### src/rtl/bist_march_gen_pkg.sv
// Shared definitions for the March C- BIST engine: the element table, op and state encodings.
// The element table is written as small functions so the sequencer can decode it combinationally.
package bist_march_gen_pkg;

   typedef enum logic [1:0] {W0, W1, R0, R1} op_e;

   typedef enum logic [1:0] {ST_IDLE, ST_RUN, ST_DRAIN, ST_DONE} state_e;

   localparam int DEFAULT_RD_LAT = 3;
   localparam logic [2:0] LAST_ELEM = 3'd5;

   // March C-: E0 B(w0) E1 U(r0,w1) E2 U(r1,w0) E3 D(r0,w1) E4 D(r1,w0) E5 B(r0)
   function automatic logic elem_down(input logic [2:0] e);
      return (e == 3'd3) || (e == 3'd4);
   endfunction

   function automatic logic elem_single(input logic [2:0] e);
      return (e == 3'd0) || (e == 3'd5);
   endfunction

   function automatic op_e elem_op(input logic [2:0] e, input logic opi);
      op_e op;
      case (e)
         3'd0:    op = W0;
         3'd1:    op = opi ? W1 : R0;
         3'd2:    op = opi ? W0 : R1;
         3'd3:    op = opi ? W1 : R0;
         3'd4:    op = opi ? W0 : R1;
         default: op = R0;
      endcase
      return op;
   endfunction

endpackage

### src/rtl/bist_cmp_pipe.sv
// Read-compare delay line: carries {valid, addr, expected} for RD_LAT cycles so each entry
// emerges exactly when the memory returns the matching read data, then compares.
module bist_cmp_pipe
   import bist_march_gen_pkg::*;
#(
   parameter int ADDR_W = 16,
   parameter int DATA_W = 32,
   parameter int RD_LAT = DEFAULT_RD_LAT
) (
   input  logic              clk,
   input  logic              rst,
   input  logic              in_valid,
   input  logic [ADDR_W-1:0] in_addr,
   input  logic [DATA_W-1:0] in_exp,
   input  logic [DATA_W-1:0] rdata,
   output logic              mismatch,
   output logic [ADDR_W-1:0] mis_addr
);

   logic [RD_LAT-1:0] vld;
   logic [ADDR_W-1:0] addr_q [RD_LAT];
   logic [DATA_W-1:0] exp_q  [RD_LAT];

   always_ff @(posedge clk) begin
      if (rst) begin
         vld <= '0;
         for (int i = 0; i < RD_LAT; i++) begin
            addr_q[i] <= '0;
            exp_q[i]  <= '0;
         end
      end else begin
         vld[0]    <= in_valid;
         addr_q[0] <= in_addr;
         exp_q[0]  <= in_exp;
         for (int i = 1; i < RD_LAT; i++) begin
            vld[i]    <= vld[i-1];
            addr_q[i] <= addr_q[i-1];
            exp_q[i]  <= exp_q[i-1];
         end
      end
   end

   assign mismatch = vld[RD_LAT-1] && (rdata != exp_q[RD_LAT-1]);
   assign mis_addr = addr_q[RD_LAT-1];

endmodule

### src/rtl/bist_march_gen.sv
// March C- BIST sequencer driving the memory-controller strobe stage in BISR mode,
// with a delayed read-compare path that reports failing addresses to the repair logic.
module bist_march_gen
   import bist_march_gen_pkg::*;
#(
   parameter int ADDR_W = 16,
   parameter int DATA_W = 32,
   parameter int RD_LAT = DEFAULT_RD_LAT
) (
   input  logic              CLK,
   input  logic              RST,
   input  logic              START,
   output logic              BUSY,
   output logic              DONE,
   output logic              PASS,
   output logic              BISR_EN,
   output logic [ADDR_W-1:0] ADDR,
   output logic              CSB,
   output logic              WEB,
   output logic              OEB,
   output logic [DATA_W-1:0] WDATA,
   input  logic [DATA_W-1:0] RDATA,
   output logic              FAIL_VALID,
   output logic [ADDR_W-1:0] FAIL_ADDR,
   output logic [7:0]        FAIL_COUNT
);

   localparam int DCW = $clog2(RD_LAT + 1);

   state_e            state, state_nxt;
   logic [2:0]        elem, elem_nx;
   logic              opi;
   logic [ADDR_W-1:0] acnt, term;
   logic [DCW-1:0]    drain_cnt;
   logic [DATA_W-1:0] rd_exp, pattern;
   op_e               cur_op;
   logic              op_last, last_op, start_run, is_write;
   logic              mismatch;
   logic [ADDR_W-1:0] mis_addr;

   always_comb begin
      cur_op    = elem_op(elem, opi);
      is_write  = (cur_op == W0) || (cur_op == W1);
      pattern   = {DATA_W{(cur_op == W1) || (cur_op == R1)}};
      term      = elem_down(elem) ? '0 : '1;
      op_last   = elem_single(elem) || opi;
      elem_nx   = elem + 3'd1;
      last_op   = (elem == LAST_ELEM) && (acnt == {ADDR_W{1'b1}});
      start_run = START && ((state == ST_IDLE) || (state == ST_DONE));
   end

   always_comb begin
      state_nxt = state;
      case (state)
         ST_IDLE, ST_DONE: if (START) state_nxt = ST_RUN;
         ST_RUN:           if (last_op) state_nxt = ST_DRAIN;
         ST_DRAIN:         if (drain_cnt == DCW'(RD_LAT)) state_nxt = ST_DONE;
         default:          state_nxt = ST_IDLE;
      endcase
   end

   // Status flags follow the next state so they are registered yet line up with the state change.
   always_ff @(posedge CLK) begin
      if (RST) begin
         state     <= ST_IDLE;
         elem      <= '0;
         opi       <= 1'b0;
         acnt      <= '0;
         drain_cnt <= '0;
         BUSY      <= 1'b0;
         BISR_EN   <= 1'b0;
         DONE      <= 1'b0;
         ADDR      <= '0;
         CSB       <= 1'b1;
         WEB       <= 1'b1;
         OEB       <= 1'b1;
         WDATA     <= '0;
         rd_exp    <= '0;
      end else begin
         state   <= state_nxt;
         BUSY    <= (state_nxt == ST_RUN) || (state_nxt == ST_DRAIN);
         BISR_EN <= (state_nxt == ST_RUN) || (state_nxt == ST_DRAIN);
         DONE    <= (state_nxt == ST_DONE);
         CSB     <= 1'b1;
         WEB     <= 1'b1;
         OEB     <= 1'b1;
         case (state)
            ST_IDLE, ST_DONE: begin
               if (START) begin
                  elem <= '0;
                  opi  <= 1'b0;
                  acnt <= '0;
               end
            end
            ST_RUN: begin
               CSB       <= 1'b0;
               ADDR      <= acnt;
               drain_cnt <= '0;
               if (is_write) begin
                  WEB   <= 1'b0;
                  WDATA <= pattern;
               end else begin
                  OEB    <= 1'b0;
                  rd_exp <= pattern;
               end
               // Step op, then address, then element; a fresh element restarts at its own start address.
               if (!op_last) begin
                  opi <= 1'b1;
               end else begin
                  opi <= 1'b0;
                  if (acnt == term) begin
                     elem <= elem_nx;
                     acnt <= elem_down(elem_nx) ? '1 : '0;
                  end else begin
                     acnt <= elem_down(elem) ? acnt - 1'b1 : acnt + 1'b1;
                  end
               end
            end
            ST_DRAIN: drain_cnt <= drain_cnt + 1'b1;
            default: ;
         endcase
      end
   end

   bist_cmp_pipe #(
      .ADDR_W (ADDR_W),
      .DATA_W (DATA_W),
      .RD_LAT (RD_LAT)
   ) u_cmp (
      .clk      (CLK),
      .rst      (RST),
      .in_valid (!CSB && !OEB),
      .in_addr  (ADDR),
      .in_exp   (rd_exp),
      .rdata    (RDATA),
      .mismatch (mismatch),
      .mis_addr (mis_addr)
   );

   // A mismatch landing on the DONE edge itself must still clear PASS.
   always_ff @(posedge CLK) begin
      if (RST) begin
         FAIL_VALID <= 1'b0;
         FAIL_ADDR  <= '0;
         FAIL_COUNT <= '0;
         PASS       <= 1'b0;
      end else begin
         FAIL_VALID <= mismatch;
         if (mismatch) FAIL_ADDR <= mis_addr;
         if (start_run) begin
            FAIL_COUNT <= '0;
            PASS       <= 1'b0;
         end else begin
            if (mismatch && (FAIL_COUNT != 8'hFF)) FAIL_COUNT <= FAIL_COUNT + 8'd1;
            if ((state == ST_DRAIN) && (state_nxt == ST_DONE))
               PASS <= (FAIL_COUNT == 8'd0) && !mismatch;
         end
      end
   end

endmodule

### config.mk
export PLATFORM = sky130hd
export DESIGN_NAME = bist_march_gen
export DESIGN_NICKNAME = d
export VERILOG_FILES = /design/src/rtl/bist_march_gen_pkg.sv /design/src/rtl/bist_cmp_pipe.sv /design/src/rtl/bist_march_gen.sv
export SDC_FILE = /design/constraint.sdc
export NUM_CORES = 1
export LEC_CHECK = 0
export CAP_MARGIN = 5
export CORE_MARGIN = 4
export CORE_UTILIZATION = 56
export CTS_CLUSTER_SIZE = 30
export DETAILED_ROUTE_END_ITERATION = 6
export PLACE_DENSITY = 0.81
export RECOVER_POWER = 100
export SETUP_SLACK_MARGIN = 0.4
export SLEW_MARGIN = 20
export SYNTH_ARGS = -nofsm -noshare
export SYNTH_HDL_FRONTEND = slang
export SYNTH_HIERARCHICAL = 1
export SYNTH_SLANG_ARGS = --single-unit
### constraint.sdc
create_clock -name CLK -period 8.1 [get_ports CLK]
set_input_delay 2.025 -clock CLK [delete_from_list [all_inputs] [get_ports CLK]]
set_output_delay 2.025 -clock CLK [all_outputs]
set_load 0.01 [all_outputs]
==> results.txt, run 1 <==
Core Area -> 14640 sq um
Antenna Cells -> 0
max-slew violation count -> 115
# IOs -> 115
max incr delay on CP -> 2.70 ns
Layout Cells excl Fill -> 1086
Rows -> 44
global-route wire length before repair -> 25080 um
final worst slack -> 2.766 ns
number of global-route vias before repair -> 5186
Synth Register Bits -> 220
Post-Syn Area per Cell -> 10.18 sq um
Setup WS pre-CTS -> 3.551 ns
post-route minimum period -> 5.334 ns
Max Cap Viol -> 2
total congestion overflow -> 0
run status -> finished with violations
Worst-Margin Slew -> 3.793 ns
Synth Cell Area -> 8462 sq um
Placement Cell Area -> 9339 sq um
placed cell count -> 1048
Worst-Skew Late Latency -> 0.49 ns
drt total wl -> 15240 um
Critical R2R Launch -> elem[0]
share of layout cells above drive strength 1 -> 0.04324
overall power -> 2.190 mW
worst hold path stage count -> 1
Pre-antenna DRT Iters -> 5
Die Y -> 130.9 um
gr usage total -> 0.1772
CP startpoint -> RST
maximum VDD drop -> 0.1383 mV
Yosys warning total -> 6
CP arrival -> 5.53 ns
design area -> 10050 sq um
P_leak -> 4.088 nW
Sequential Area -> 4404 sq um
CTS clock-pin slew for the worst setup and hold paths -> 0.06 ns
hold buffers post-CTS -> 0
CP startpoint kind -> input port
Synth Net Count -> 892
ANT nets after route -> 0
largest net degree at the start of global routing -> 101
asr flop ratio synth -> 0
DP HPWL -> 10280 um
Placer Congestion -> 0.8570
CTS tree -> done
CTS HTree Levels -> 1
wire per inst -> 14.04 um
# Post-CTS Setup Buffers -> 0
Starting Density -> 0.5778
final hold viol count -> 0
fillcell total -> 1101
Crit Path Class -> in2reg
CP endpoint -> u_cmp/exp_q[0][66]
top_reg_cell synth -> dfxtp_1
DR DRC count -> 0
post-synthesis sequential area ratio -> 0.5205
Synth Instances -> 831
P&R area growth vs syn -> 18.79%
initial antenna violation count -> 0
clock skew -> 0.01501 ns
setup violators final -> 0
vias -> 5492
CTS buffer count -> 22
CP Cell Sequence -> buf_6 > clkbuf_1 > nor2b_1
Hold Path Class -> reg2reg
clock sink count -> 220
die width -> 130.9 um
post-synthesis cell type count -> 53
r2r setup slk -> 3.11 ns
Clk Tree Root Cell -> clkbuf_16
R2R depth -> 10
Starting DRT DRC Count -> 251
PostCTS Resize Cnt -> 0
CP Capture Type -> flip-flop
DIE AREA -> 17140 sq um
Port Buffer Count -> 114
WHS -> 0.4265 ns
Via density -> 5.057
Post-synth EDFFs -> 0
reg2reg end -> acnt[11]
nets -> 949
CTS max path bufs -> 3
pwr dens -> 217.9 nW/um^2
failing checks -> capacitance limit, slew limit
Slowest-stage cell, CP -> clkbuf_1
final core occ -> 0.6864
fin crit share -> 0.6586
CP Max Fanout -> 100
Fmax -> 0.1875 GHz
Setup TNS -> 0 ns
Critical Path RT -> 8.30 ns
hold path startpoint -> u_cmp/addr_q[0][21]
Slew HR -> -1.529
RSZ-0062 raised after global routing -> false
footprint of the multi-input gates -> 3442 sq um
## metal layers
layer  vias to the layer above  GRT usage  wire length, um
li1                       2838          -                -
met1                      2475     0.2334             6776
met2                       151     0.2984             7296
met3                        28    0.03374              863
met4                         0    0.05082              307
met5                         -          0                0
## flip-flops by register name, summed over array words and instances, names as in the netlist, 2 cells and up
register and count:
ADDR 16, state 2, u_cmp/vld 3, drain_cnt 2
FAIL_COUNT 8, elem 3, u_cmp/exp_q 96, acnt 16
FAIL_ADDR 16, u_cmp/addr_q 48
## synthesized netlist by cell type, types with 2 or more instances
library cell | n | area share
o21a_1 | 3 | 0.0027
a22o_1 | 8 | 0.0083
dfxtp_1 | 220 | 0.52
a21o_1 | 3 | 0.0027
xnor2_1 | 39 | 0.040
inv_1 | 15 | 0.0067
nor2_1 | 57 | 0.025
a211o_1 | 4 | 0.0041
nor3_1 | 6 | 0.0035
nor4_1 | 4 | 0.0030
nand3_1 | 8 | 0.0047
buf_2 | 18 | 0.011
and3_1 | 4 | 0.0030
xor2_1 | 9 | 0.0093
nand4_1 | 20 | 0.015
a22oi_1 | 2 | 0.0018
and2_1 | 2 | 0.0015
a221o_1 | 6 | 0.0071
buf_1 | 2 | 0.00089
nand2b_1 | 5 | 0.0037
a31oi_1 | 3 | 0.0022
buf_4 | 48 | 0.043
nor2b_1 | 156 | 0.12
clkbuf_1 | 16 | 0.0071
o21ai_0 | 17 | 0.010
nand2_1 | 36 | 0.016
a211oi_1 | 4 | 0.0035
mux2i_1 | 37 | 0.044
a21oi_1 | 28 | 0.017
ha_1 | 25 | 0.037
o211ai_1 | 4 | 0.0035
## cell families after synthesis
group,share of synthesized area
DFF,0.5205
AOI/OAI and AO/OA,0.07423
and+or+nand+nor,0.1989
buffers and inverters,0.06964
xor gates and xnor gates,0.04968
muxes,0.04776
adders and majority gates,0.03933
## power breakdown
| group | switching [mW] | internal (mW) | leakage [nW] |
|---|---|---|---|
| registers | 0.00374 | 1.08 | 1.77 |
| logic | 0.0429 | 0.0375 | 1.94 |
| clock network | 0.392 | 0.629 | 0.371 |
| total | 0.438 | 1.75 | 4.09 |
## placed cells by master, fill, tap and decap left out, drive strengths merged, types with 2 or more instances in the layout
cell	n
a21oi	28
o211ai	4
a31oi	4
nand3	8
xnor2	39
ha	25
a22o	8
a21o	3
nor2b	156
dfxtp	220
and3	4
clkbuf	35
nand4	20
o21a	3
clkdlybuf4s50	31
inv	16
a211oi	4
clkinv	4
nor4	5
nand2b	5
o21ai	17
buf	2
dlygate4sd3	82
a22oi	2
nor2	57
nand2	36
a211o	4
xor2	9
mux2i	38
a221o	6
bufinv	2
a21boi	2
and2	2
nor3	6
## critical path: cells and delay by family
kind,cells,cell delay [ns]
simple gates,1,0.17
buf+inv,2,3.19
## area by class of cell
class	instances	share of cell area
flip-flops and latches	220	0.4381
repair buffers	118	0.1155
clock buffers	32	0.06560
clock inverters	6	0.009460
multi-input cells	510	0.3424
inverters	16	0.005975
well taps	184	0.02290
## how the worst min path moves through the flow
stage	end	slack [ns]
floorplan	u_cmp/addr_q[0][16]	0.41
global placement	u_cmp/exp_q[0][94]	0.42
detailed placement	u_cmp/exp_q[0][60]	0.42
CTS	u_cmp/addr_q[0][37]	0.43
global route	u_cmp/exp_q[0][57]	0.45
finish	u_cmp/addr_q[0][37]	0.43
(Power assumes the default switching activity.)
==> inputs of run 2 (changes only) <==
Clock period 8.1 ns to 5.6 ns, I/O delays scaled along.
==> run 2 against run 1 <==
Clock-buffer cell count shrank 3. Setup slack lost 1.5 ns. Global-route usage fell by 0.53 points. Critical path depth up 7. Die area did not move. Clock skew decreased by 0.0073 ns. Clock power rose by 32%. First-iteration DRC count increased by 12%. Sequential power grew 44%. Final area is 0.66% lower. The run still ends with capacitance limit, slew limit left. Sequential share of layout area increased by 0.29 points. Via count is 0.49% lower. Critical endpoint is now acnt[11].
==> results.txt, run 2 (synthesized netlist as in run 1, its figures left out) <==
ANT nets after route -> 0 (unchanged)
CTS clock-pin slew for the worst setup and hold paths -> 0.06 ns (about the same)
total congestion overflow -> 0 (unchanged)
pwr dens -> 304.1 nW/um^2 (was 217.9 nW/um^2)
Largest regs -> u_cmp/exp_q (96), u_cmp/addr_q (48) (unchanged)
DP HPWL -> 10260 um (was 10280 um)
hold buffers post-CTS -> 0 (unchanged)
maximum VDD drop -> 0.1869 mV (was 0.1383 mV)
CTS HTree Levels -> 1 (unchanged)
Starting Density -> 0.5778 (unchanged)
Rows -> 44 (unchanged)
Port Buffer Count -> 114 (unchanged)
met2 Use GR -> 0.2984 (unchanged)
commonest non-fill, non-tap cell in the layout -> dfxtp_1 (unchanged)
CTS max path bufs -> 3 (unchanged)
DR DRC count -> 0 (unchanged)
initial antenna violation count -> 0 (unchanged)
clock sink count -> 220 (unchanged)
Fmax -> 0.2326 GHz
RSZ-0062 raised after global routing -> false (unchanged)
Crit Path Class -> reg2reg (was in2reg)
Setup TNS -> 0 ns (unchanged)
DIE AREA -> 17140 sq um (unchanged)
P_leak -> 4.068 nW (was 4.088 nW)
Core Area -> 14640 sq um (unchanged)
Critical Path RT -> 5.97 ns (was 8.30 ns)
number of global-route vias before repair -> 5101 (was 5186)
wire per inst -> 14.09 um (was 14.04 um)
gr usage total -> 0.1719 (was 0.1772)
Die Y -> 130.9 um (unchanged)
max reg flops -> 96 (unchanged)
CTS buffer count -> 22 (unchanged)
Hold Path Class -> reg2reg (unchanged)
Slew HR -> -0.1733 (was -1.529)
final hold viol count -> 0 (unchanged)
share of layout cells above drive strength 1 -> 0.04449 (was 0.04324)
GR peak layer -> met2 (unchanged)
die width -> 130.9 um (unchanged)
failing checks -> capacitance limit, slew limit (unchanged)
Worst-Margin Slew -> 1.760 ns (was 3.793 ns)
most frequent cells in the layout -> 220 x dfxtp_1, 156 x nor2b_1, 82 x dlygate4sd3_1 (unchanged)
drt total wl -> 15260 um (was 15240 um)
Worst-Skew Late Latency -> 0.48 ns (was 0.49 ns)
CP Capture Type -> flip-flop (unchanged)
CP startpoint kind -> flip-flop (was input port)
PostCTS Resize Cnt -> 0 (unchanged)
Clk Tree Root Cell -> clkbuf_16 (unchanged)
Placer Congestion -> 0.8575 (was 0.8570)
met3 global-route usage -> 0.03293 (was 0.03374)
CP Max Fanout -> 18 (was 100)
setup violators final -> 0 (unchanged)
grt met1 use -> 0.2185 (was 0.2334)
largest net degree at the start of global routing -> 101 (unchanged)
CP arrival -> 4.67 ns (was 5.53 ns)
clock skew -> 0.007733 ns (was 0.01501 ns)
post-route minimum period -> 4.300 ns
Pre-antenna DRT Iters -> 7 (was 5)
nets -> 949 (unchanged)
# Post-CTS Setup Buffers -> 0 (unchanged)
run status -> finished with violations (unchanged)
P&R area growth vs syn -> 18.01% (was 18.79%)
max-slew violation count -> 115 (unchanged)
Antenna Cells -> 0 (unchanged)
overall power -> 3.037 mW (was 2.190 mW)
vias -> 5465 (was 5492)
Starting DRT DRC Count -> 281 (was 251)
global-route wire length before repair -> 24270 um (was 25080 um)
Max Cap Viol -> 2 (unchanged)
Biggest register -> u_cmp/exp_q (unchanged)
Via density -> 5.046 (was 5.057)
CTS tree -> done (unchanged)
# IOs -> 115 (unchanged)
fin crit share -> 0.7678
[run 2: path summary, 6_finish.rpt]
path | end | slack [ns] | cells after the start | start
worst min-delay path | u_cmp/exp_q[0][91] | 0.43 | 1 | u_cmp/exp_q[0][59]
worst min register to register | u_cmp/exp_q[0][91] | 0.43 | 1 | u_cmp/exp_q[0][59]
worst max-delay path | acnt[11] | 1.30 | 10 | elem[0]
worst max register to register | acnt[11] | 1.30 | 10 | elem[0]
[run 2: through the flow]
step	area, sq um	setup slack, ns	util	std cells	hold slack [ns]
finish	9986	1.300	0.6819	1083	0.4285
global route	9986	0.8811	0.6819	1083	0.4421
CTS	10010	1.884	0.6836	1083	0.4320
detailed placement	9339	1.680	0.6377	1048	0.4204
global placement	9339	1.721	0.6377	1048	0.4152
floorplan	8462	2.524	-	831	0.4138
[run 2: layout make-up]
| cell class | instances | area (sq um) |
|---|---|---|
| Inverter | 16 | 60.06 |
| Sequential cell | 220 | 4404 |
| Timing Repair Buffer | 118 | 1162 |
| Clock inverter | 6 | 43.79 |
| Fill cell | 1131 | 4658 |
| Tap cell | 184 | 230.2 |
| Clock buffer | 29 | 628.1 |
| Multi-Input combinational cell | 510 | 3457 |
[run 2: power breakdown]
group | switching [mW] | internal [mW]
clock network | 0.560 | 0.786
registers | 0.00529 | 1.57
logic | 0.0626 | 0.0546
total | 0.628 | 2.41
[run 2: layer usage]
| metal | vias up | part of all wire |
|---|---|---|
| met1 | 2503 | 0.45 |
| met2 | 116 | 0.49 |
| li1 | 2829 | - |
| met5 | - | 0 |
| met4 | 0 | 0.012 |
| met3 | 17 | 0.046 |
[run 2: worst max-delay path, cell delays in order, from the launching register on]
cell     delay (ns)
dfxtp_1        0.41
inv_1          0.10
ha_1           0.26
mux2i_1        0.30
inv_1          0.40
ha_1           0.54
nand3_1        0.21
nor4_4         0.51
a31oi_1        0.62
and3_1         0.53
a221o_1        0.29
==> inputs of run 3 (changes only) <==
Settings changed: CORE_UTILIZATION 56 to 51, PLACE_DENSITY 0.81 to 0.78.
Clock period 5.6 ns to 3.9 ns, I/O delays scaled along.
==> run 3 against run 2 <==
The run still ends with capacitance limit, slew limit left. Core utilization down 5.3 points. Non-clock buffer count rose by 6. Clock-buffer cell count decreased by 4. Sequential power rose by 44%. Routed wire length decreased by 1.2%. Die area up 9.2%. Hold slack got worse by 0.0068 ns. Final area increased by 1.2%. Clock power increased by 50%. Clock skew up 0.010 ns. First-iteration DRC count increased by 3.2%. Register-to-register slack worse by 0.76 ns.
==> results.txt, run 3 (synthesized netlist as in run 1, its figures left out) <==
hold buffers post-CTS -> 0 (unchanged)
share of layout cells above drive strength 1 -> 0.05623 (was 0.04449)
CP Capture Type -> flip-flop (unchanged)
CP startpoint kind -> input port (was flip-flop)
clock skew -> 0.01806 ns (was 0.007733 ns)
DP HPWL -> 10470 um (was 10260 um)
# IOs -> 115 (unchanged)
die width -> 136.8 um (was 130.9 um)
initial antenna violation count -> 0 (unchanged)
CTS max path bufs -> 3 (unchanged)
number of global-route vias before repair -> 5105 (was 5101)
Critical Path RT -> 4.31 ns (was 5.97 ns)
Crit Path Class -> in2reg (was reg2reg)
CP arrival -> 3.78 ns (was 4.67 ns)
Critical R2R Launch -> elem[0] (unchanged)
Setup WS pre-CTS -> 0.5210 ns (was 1.680 ns)
Max Cap Viol -> 1 (was 2)
DIE AREA -> 18720 sq um (was 17140 sq um)
DR DRC count -> 0 (unchanged)
WHS -> 0.4217 ns (was 0.4285 ns)
final worst slack -> 0.5286 ns (was 1.300 ns)
setup violators final -> 0 (unchanged)
CP startpoint -> RDATA[0] (was elem[0])
failing checks -> capacitance limit, slew limit (unchanged)
maximum VDD drop -> 0.2850 mV (was 0.1869 mV)
grt met1 use -> 0.2138 (was 0.2185)
Antenna Cells -> 0 (unchanged)
Rows -> 46 (was 44)
wire per inst -> 13.42 um (was 14.09 um)
Placer Congestion -> 0.8978 (was 0.8575)
Slowest-stage cell, CP -> clkbuf_1 (was a31oi_1)
max incr delay on CP -> 0.59 ns (was 0.62 ns)
RSZ-0062 raised after global routing -> false (unchanged)
pwr dens -> 441.1 nW/um^2 (was 304.1 nW/um^2)
CTS tree -> done (unchanged)
fin crit share -> 0.8645
final hold viol count -> 0 (unchanged)
global-route wire length before repair -> 24570 um (was 24270 um)
Via density -> 4.857 (was 5.046)
met2 Use GR -> 0.2585 (was 0.2984)
Starting DRT DRC Count -> 290 (was 281)
GR peak layer -> met2 (unchanged)
CP Max Fanout -> 19 (was 18)
commonest non-fill, non-tap cell in the layout -> dfxtp_1 (unchanged)
Worst-Margin Slew -> 1.717 ns (was 1.760 ns)
Port Buffer Count -> 114 (unchanged)
max-slew violation count -> 98 (was 115)
vias -> 5454 (was 5465)
Biggest register -> u_cmp/exp_q (unchanged)
post-route minimum period -> 3.371 ns
Die Y -> 136.8 um (was 130.9 um)
Core Area -> 16060 sq um (was 14640 sq um)
Fmax -> 0.2966 GHz
Largest regs -> u_cmp/exp_q (96), u_cmp/addr_q (48) (unchanged)
CTS HTree Levels -> 1 (unchanged)
run status -> finished with violations (unchanged)
Setup TNS -> 0 ns (unchanged)
ANT nets after route -> 0 (unchanged)
P_leak -> 4.094 nW (was 4.068 nW)
max reg flops -> 96 (unchanged)
most frequent cells in the layout -> 220 x dfxtp_1, 156 x nor2b_1, 81 x dlygate4sd3_1 (was 220 x dfxtp_1, 156 x nor2b_1, 82 x dlygate4sd3_1)
Clk Tree Root Cell -> clkbuf_16 (unchanged)
largest net degree at the start of global routing -> 98 (was 101)
CTS buffer count -> 21 (was 22)
drt total wl -> 15080 um (was 15260 um)
Placement Cell Area -> 9402 sq um (was 9339 sq um)
Hold Path Class -> reg2reg (unchanged)
CTS clock-pin slew for the worst setup and hold paths -> 0.06 ns (about the same)
Starting Density -> 0.5270 (was 0.5778)
nets -> 954 (was 949)
Pre-antenna DRT Iters -> 4 (was 7)
gr usage total -> 0.1582 (was 0.1719)
CP Cell Sequence -> dlygate4sd3_1 > xnor2_1 > nand4_1 > nor4_1 > a21boi_0 > clkbuf_1 > nor4_1 > nand4_1 > a21oi_1 (was inv_1 > ha_1 > mux2i_1 > inv_1 > ha_1 > nand3_1 > nor4_4 > a31oi_1 > and3_1 > a221o_1)
P&R area growth vs syn -> 19.40% (was 18.01%)
hold path startpoint -> u_cmp/addr_q[0][21] (was u_cmp/exp_q[0][59])
total congestion overflow -> 0 (unchanged)
Worst-Skew Late Latency -> 0.49 ns (was 0.48 ns)
clock sink count -> 220 (unchanged)
design area -> 10100 sq um (was 9986 sq um)
met3 global-route usage -> 0.02721 (was 0.03293)
Slew HR -> -0.1445 (was -0.1733)
[run 3: cell types whose count changed in the layout (fill, tap and decap cells not counted), sizes merged, moves of 2 or more]
cell    before  now
buf          2    6
bufinv       0    3
clkinv       5    8
clkbuf      32   30
[run 3: worst max-delay path, delay by kind of cell]
kind	cells	cell delay (ns)
AND/OR/NAND/NOR	4	1.12
XOR/XNOR	1	0.15
AO/OA/AOI/OAI	2	0.38
buffers and inverters	2	1.15
[run 3: worst paths after layout]
check / end / slack (ns) / cells after the start
worst max-delay path: PASS / 0.53 / 9
worst min-delay path: u_cmp/addr_q[0][37] / 0.42 / 1
worst max register to register: acnt[9] / 0.54 / 10
worst min register to register: u_cmp/addr_q[0][37] / 0.42 / 1
[run 3: metal layers]
layer / share of wire / vias to the layer above
li1: - / 2831
met1: 0.46 / 2478
met2: 0.47 / 117
met3: 0.048 / 28
met4: 0.022 / 0
met5: 0 / -
[run 3: per-stage QoR]
stage	utilization	total power, mW	instances
6_report	0.6292	4.457	1123
5_1_grt	0.6292	4.611	1123
4_1_cts	0.6290	4.508	1120
3_5_place_dp	0.5855	2.489	1083
3_3_place_gp	0.5855	2.487	1083
2_1_floorplan	-	2.421	831
[run 3: cell type report]
class / instances / area [sq um]
fillers: 1269 / 5954
multi-input cells: 510 / 3470
well taps: 216 / 270.3
clock buffers: 25 / 560.5
repair buffers: 124 / 1200
inverters: 16 / 60.06
clock inverters: 12 / 138.9
flip-flops and latches: 220 / 4404
[run 3: where the power goes]
part	internal (mW)	switching, mW
Sequential	2.25	0.00818
Combinational	0.0802	0.0886
Clock	1.23	0.802
[run 3: what timing repair did]
action | 4_1_cts | 5_1_grt
resized for setup | 0 | 6
setup endpoints to repair | 0 | 11
setup buffers | 0 | 3
hold endpoints to repair | 0 | 0
